File: config.mk
export PLATFORM = sky130hd
export DESIGN_NAME = nibble_serial_adder_flat
export DESIGN_NICKNAME = d
export VERILOG_FILES = /design/src/rtl/nibble_serial_adder_pkg.sv /design/src/rtl/nibble_serial_adder_if.sv /design/src/rtl/nibble_serial_adder_cla4.sv /design/src/rtl/nibble_serial_adder.sv /design/src/flat_wrapper.sv
export SDC_FILE = /design/constraint.sdc
export NUM_CORES = 1
export LEC_CHECK = 0
export BUFFER_PORTS_ARGS = -buffer_cell sky130_fd_sc_hd__buf_2
export CAP_MARGIN = 20
export CORE_MARGIN = 2
export CORE_UTILIZATION = 53
export CTS_CLUSTER_SIZE = 30
export DETAILED_ROUTE_END_ITERATION = 12
export PLACE_DENSITY_LB_ADDON = 0.08
export SYNTH_ARGS = -nofsm -noshare
export SYNTH_HDL_FRONTEND = slang
export SYNTH_HIERARCHICAL = 1
export SYNTH_SLANG_ARGS = --single-unit
File: constraint.sdc
create_clock -name clk -period 3 [get_ports clk]
set_input_delay 0.15 -clock clk [delete_from_list [all_inputs] [get_ports clk]]
set_output_delay 0.15 -clock clk [all_outputs]
set_load 0.005 [all_outputs]
File: src/rtl/nibble_serial_adder_pkg.sv
// nibble_serial_adder shared types and constants.
// State encoding and slice width used by the adder and its interface.
package nsa_pkg;

    localparam int NIB_W = 4;

    typedef enum logic {
        IDLE = 1'b0,
        RUN  = 1'b1
    } state_t;

endpackage

File: src/rtl/nibble_serial_adder_if.sv
// Request/result bundle between a client and nibble_serial_adder.
// The client drives the operands; the adder returns status and result.
interface nibble_serial_adder_if #(
    parameter int NIBBLES = 4
);
    import nsa_pkg::*;

    localparam int W = NIB_W * NIBBLES;

    logic         start;
    logic [W-1:0] a;
    logic [W-1:0] b;
    logic         cin;
    logic         busy;
    logic         done;
    logic [W-1:0] sum;
    logic         cout;
    logic         ovf;

    modport master (
        output start, a, b, cin,
        input  busy, done, sum, cout, ovf
    );

    modport slave (
        input  start, a, b, cin,
        output busy, done, sum, cout, ovf
    );

endinterface

File: src/rtl/nibble_serial_adder_cla4.sv
// 4-bit carry-lookahead adder slice, purely combinational.
// s[4] is the carry out, s[3:0] the nibble sum.
module cla4_slice
    import nsa_pkg::*;
(
    input  logic [NIB_W-1:0] a,
    input  logic [NIB_W-1:0] b,
    input  logic             cin,
    output logic [NIB_W:0]   s
);

    logic [NIB_W-1:0] w_g;
    logic [NIB_W-1:0] w_p;
    logic [NIB_W:0]   w_c;

    assign w_g = a & b;
    assign w_p = a ^ b;

    // Flattened lookahead carries, each from cin and the g/p terms only.
    always_comb begin
        w_c[0] = cin;
        w_c[1] = w_g[0] | (w_p[0] & cin);
        w_c[2] = w_g[1] | (w_p[1] & w_g[0]) | (w_p[1] & w_p[0] & cin);
        w_c[3] = w_g[2] | (w_p[2] & w_g[1]) | (w_p[2] & w_p[1] & w_g[0])
               | (w_p[2] & w_p[1] & w_p[0] & cin);
        w_c[4] = w_g[3] | (w_p[3] & w_g[2]) | (w_p[3] & w_p[2] & w_g[1])
               | (w_p[3] & w_p[2] & w_p[1] & w_g[0])
               | (w_p[3] & w_p[2] & w_p[1] & w_p[0] & cin);
    end

    assign s = {w_c[NIB_W], w_p ^ w_c[NIB_W-1:0]};

endmodule

File: src/rtl/nibble_serial_adder.sv
// Wide adder that reuses one 4-bit CLA slice, one nibble per clock,
// LSB nibble first, with the carry held in a register between steps.
module nibble_serial_adder
    import nsa_pkg::*;
#(
    parameter int NIBBLES = 4
) (
    input logic                  clk,
    input logic                  rst,
    nibble_serial_adder_if.slave bus
);

    localparam int W     = NIB_W * NIBBLES;
    localparam int IDX_W = (NIBBLES > 1) ? $clog2(NIBBLES) : 1;
    localparam int SH    = $clog2(NIB_W);
    localparam logic [IDX_W-1:0] LAST = IDX_W'(NIBBLES - 1);

    state_t            r_state;
    state_t            w_next;
    logic [W-1:0]      r_a;
    logic [W-1:0]      r_b;
    logic [W-1:0]      r_sum;
    logic              r_c;
    logic              r_cout;
    logic              r_ovf;
    logic              r_done;
    logic [IDX_W-1:0]  r_idx;
    logic [IDX_W+SH-1:0] w_base;
    logic [NIB_W:0]    w_res;
    logic              w_last;
    logic              w_accept;

    assign w_base   = {r_idx, SH'(0)};
    assign w_last   = (r_idx == LAST);
    assign w_accept = (r_state == IDLE) && bus.start;

    cla4_slice u_slice (
        .a   (r_a[w_base +: NIB_W]),
        .b   (r_b[w_base +: NIB_W]),
        .cin (r_c),
        .s   (w_res)
    );

    // State register.
    always_ff @(posedge clk) begin
        if (rst) begin
            r_state <= IDLE;
        end else begin
            r_state <= w_next;
        end
    end

    // Next state: run once per accepted start, leave after the top nibble.
    always_comb begin
        w_next = r_state;
        case (r_state)
            IDLE:    if (bus.start) w_next = RUN;
            RUN:     if (w_last) w_next = IDLE;
            default: w_next = IDLE;
        endcase
    end

    // Operand latch, nibble step, and final carry/overflow/done capture.
    always_ff @(posedge clk) begin
        if (rst) begin
            r_a    <= '0;
            r_b    <= '0;
            r_sum  <= '0;
            r_c    <= 1'b0;
            r_cout <= 1'b0;
            r_ovf  <= 1'b0;
            r_done <= 1'b0;
            r_idx  <= '0;
        end else begin
            r_done <= 1'b0;
            if (w_accept) begin
                r_a   <= bus.a;
                r_b   <= bus.b;
                r_c   <= bus.cin;
                r_idx <= '0;
            end else if (r_state == RUN) begin
                r_sum[w_base +: NIB_W] <= w_res[NIB_W-1:0];
                r_c <= w_res[NIB_W];
                if (w_last) begin
                    r_cout <= w_res[NIB_W];
                    r_ovf  <= (r_a[W-1] == r_b[W-1]) &&
                              (w_res[NIB_W-1] != r_a[W-1]);
                    r_done <= 1'b1;
                end else begin
                    r_idx <= r_idx + IDX_W'(1);
                end
            end
        end
    end

    assign bus.busy = (r_state == RUN);
    assign bus.done = r_done;
    assign bus.sum  = r_sum;
    assign bus.cout = r_cout;
    assign bus.ovf  = r_ovf;

endmodule

File: src/flat_wrapper.sv
// flat-port wrapper written by rule: the top's interface ports become plain ports
module nibble_serial_adder_flat import nsa_pkg::*;
#(
    parameter int NIBBLES = 4
)
  (clk, rst, bus_start, bus_a, bus_b, bus_cin, bus_busy, bus_done, bus_sum, bus_cout, bus_ovf);
  nibble_serial_adder_if #(.NIBBLES(NIBBLES)) bus_i ();
  input logic clk;
  input logic rst;
  input wire logic [$bits(bus_i.start)-1:0] bus_start;
  input wire logic [$bits(bus_i.a)-1:0] bus_a;
  input wire logic [$bits(bus_i.b)-1:0] bus_b;
  input wire logic [$bits(bus_i.cin)-1:0] bus_cin;
  output wire logic [$bits(bus_i.busy)-1:0] bus_busy;
  output wire logic [$bits(bus_i.done)-1:0] bus_done;
  output wire logic [$bits(bus_i.sum)-1:0] bus_sum;
  output wire logic [$bits(bus_i.cout)-1:0] bus_cout;
  output wire logic [$bits(bus_i.ovf)-1:0] bus_ovf;
  assign bus_i.start = bus_start;
  assign bus_i.a = bus_a;
  assign bus_i.b = bus_b;
  assign bus_i.cin = bus_cin;
  assign bus_busy = bus_i.busy;
  assign bus_done = bus_i.done;
  assign bus_sum = bus_i.sum;
  assign bus_cout = bus_i.cout;
  assign bus_ovf = bus_i.ovf;
  nibble_serial_adder #(.NIBBLES(NIBBLES)) u_core (.clk(clk), .rst(rst), .bus(bus_i));
endmodule
==> out/qor.csv <==
metric,value,unit
outcome,"complete, no violations",
RSZ-0062 raised after global routing,false,
pwr/cell area,482,nW/um^2
part of the power in registers,58.3,%
max-cap viol count,0,
CP Max Fanout,8,
part of the power in the clock network,27.9,%
Hold Path Origin,bus_b[7],
crit path time final,2.64,ns
final hold vios,0,
Net Switching,353,uW
chip width,71.9,um
cell internal pwr,998,uW
crit share post-route,88.1,%
Worst-Skew Late Latency,0.31,ns
Hold Buf Count CTS,0,
Lkg Pwr,0.00120,uW
Final nets,372,
grt ovf,0,
R2R Path Start,u_core/r_idx[0],
final setup margin,0.356,ns
synthesized netlist cell count,277,
Clock Tree Buf Depth,2,
Worst-Margin Slew,0.968,ns
Avg Inst Size Synth,8.83,um^2
root buf cell,clkbuf_8,
fin cells,376,
switching share of total power,26.1,%
TritonCTS Buffers,5,
WL final,5040,um
post-CTS setup repair buffer count,0,
"Clk pin slew, worst setup/hold paths",0.09,ns
Fmax,378,MHz
Buffers on Ports,55,
Die Y,71.9,um
hold path cells,3,
fill count,408,
Yosys warning total,6,
"Seq/Total Area, Yosys",45.0,%
area delta synth->final,14.7,%
CP max stage cell,mux4_1,
CP Data Required Time,3.16,ns
ANT nets after route,0,
synthesized area,2450,um^2
part of the power in combinational logic,13.8,%
Total GRT Usage,21.2,%
Final Max Tran Viols,0,
# rows,24,
Synth cell types,33,
terminus of the critical flop-to-flop path,u_core/bus.ovf,
Layout Utilization,63.5,%
gpl congestion,0.768,
skew final,0.00501,ns
layout cells sized above 1,23.5,%
CORE AREA,4410,um^2
number of synthesized register bits,55,
routed len/inst,13.4,um
Hold Path End,u_core/r_b[7],
DP Cell Count,370,
CTS sink count,55,
hold crit path type,input port to flop,
"Largest stage delay, worst path",0.63,ns
startpoint type of the worst setup path,flop,
Slew HR,35.5,%
number of iterations in the first detailed-routing pass,6,
antenna cells,0,
DRC,0,
DPL Wire Length,3520,um
initial antenna violation count,0,
full die area,5170,um^2
largest net degree at the start of global routing,56,
number of global-route vias before repair,1861,
TritonCTS clock tree,yes,
Synth Net Count,324,
Ports,56,
worst setup path class,flop to flop,
Peak VDD IR,395,uV
Place WS,0.173,ns
post-CTS resize count,0,
first-pass GRT wire length,8530,um
critical-path cell list,"mux4_1, ha_1, a21o_1, a31o_1, xor2_1, and3b_1, a211oi_1, nor3_1",
r2r setup slk,0.36,ns
H-tree levels,2,
setup tns final,0,ns
final setup violation count,0,
kind of end point of the critical path,flop,
Initial Utilization,55.4,%
Initial DRC Count,118,
Worst EP arrival,2.81,ns
routed vias/inst,5.40,
worst r2r path cells,8,
vias,2030,
## critical path, delay by kind of cell, from the launching register on
family / cells / cell delay [ns]
DFF: 1 / 0.48
and+or+nand+nor: 2 / 0.27
muxes: 1 / 0.63
adders and majority gates: 1 / 0.30
AOI/OAI and AO/OA: 3 / 0.66
xor gates and xnor gates: 1 / 0.16
## cells by family after synthesis
group | Yosys count | synth area share [%]
XOR/XNOR | 3 | 1.07
buffers and inverters | 25 | 4.66
adder cells (fa/ha/maj) | 11 | 5.93
flip-flops | 55 | 45.0
AO/OA/AOI/OAI | 59 | 13.9
AND/OR/NAND/NOR | 114 | 21.1
multiplexers | 10 | 8.39
## registers in the layout, indices dropped and copies added (netlist names)
signal,flops
u_core/r_a,16
u_core/r_b,16
u_core/bus.cout,1
u_core/bus.busy,1
u_core/bus.sum,16
u_core/bus.done,1
u_core/bus.ovf,1
u_core/r_idx,2
u_core/r_c,1
## metal layers
metal  track usage (%)  part of all wire (%)
met5                 0                     0
met3              4.17                   4.4
met4              9.43                   1.7
met1              28.1                    48
met2              34.1                    46
## synthesized netlist by cell type (all sizes together)
| cell type | count | area (um^2) |
|---|---|---|
| a32oi | 8 | 70.1 |
| and3 | 1 | 6.26 |
| and3b | 1 | 8.76 |
| o21ai | 2 | 10.0 |
| a211oi | 1 | 7.51 |
| nor3b | 2 | 31.3 |
| mux4 | 8 | 184 |
| a31o | 1 | 8.76 |
| nor3 | 2 | 10.0 |
| nand2b | 1 | 6.26 |
| xor2 | 1 | 8.76 |
| mux2i | 1 | 10.0 |
| nand4 | 8 | 50.1 |
| nand2 | 80 | 300 |
| a21oi | 44 | 220 |
| buf | 13 | 68.8 |
| inv | 7 | 26.3 |
| nor4b | 1 | 23.8 |
| fa | 1 | 20.0 |
| and2 | 2 | 12.5 |
| nor2 | 13 | 48.8 |
| a21o | 3 | 22.5 |
| nor2b | 2 | 12.5 |
| ha | 10 | 125 |
| xnor2 | 2 | 17.5 |
| mux2 | 1 | 11.3 |
| dfxtp | 55 | 1100 |
| nand3 | 1 | 5.00 |
| clkbuf | 5 | 18.8 |
## through the flow
stage / instance area [um^2] / total power (uW) / hold slack, ns
after floorplan: 2450 / 928 / 0.286
after global placement: 2730 / 986 / 0.390
after detailed placement: 2730 / 990 / 0.395
after CTS: 2800 / 1360 / 0.0572
after global routing: 2810 / 1420 / 0.0674
final: 2810 / 1350 / 0.0656
## placed cells by master, fill, tap and decap left out, drive strengths merged
cell,instances
nand2,80
buf,59
dfxtp,55
a21oi,44
nor2,13
ha,10
a32oi,8
nand4,8
mux4,8
inv,7
clkbuf,6
a21o,3
and2,2
o21ai,2
nor3,2
xnor2,2
nor3b,2
nor2b,2
and3,1
nand2b,1
nand3,1
mux2,1
mux2i,1
and3b,1
a211oi,1
nor4b,1
a31o,1
xor2,1
fa,1
## layout make-up
class	instances	area, um^2	share of cell area (%)
sequential	55	1100	39.3
tap	52	65.1	2.32
multi-input combinational	197	1230	44.0
timing repair buffer	59	305	10.9
clock buffer	6	72.6	2.59
inverter	7	26.3	0.937
## worst max-delay path by stage
| stage | endpoint | slack (ns) | start | cells past startpoint |
|---|---|---|---|---|
| finish | u_core/bus.ovf | 0.36 | u_core/r_idx[0] | 8 |
| global route | u_core/bus.ovf | 0.15 | u_core/r_idx[0] | 8 |
| CTS | u_core/bus.ovf | 0.17 | u_core/r_idx[0] | 8 |
| detailed placement | u_core/bus.ovf | 0.17 | u_core/r_idx[0] | 8 |
| global placement | u_core/bus.ovf | 0.30 | u_core/r_idx[0] | 8 |
| floorplan | u_core/bus.ovf | 0.24 | u_core/r_idx[0] | 9 |
## power by group through the flow
stage	clock network, uW	logic (uW)	registers, uW
after floorplan	0	138	790
after global placement	0	182	803
after detailed placement	0	186	804
after CTS	390	187	787
after global routing	420	210	792
final	377	187	787
Power figures use the tool's default switching activity.
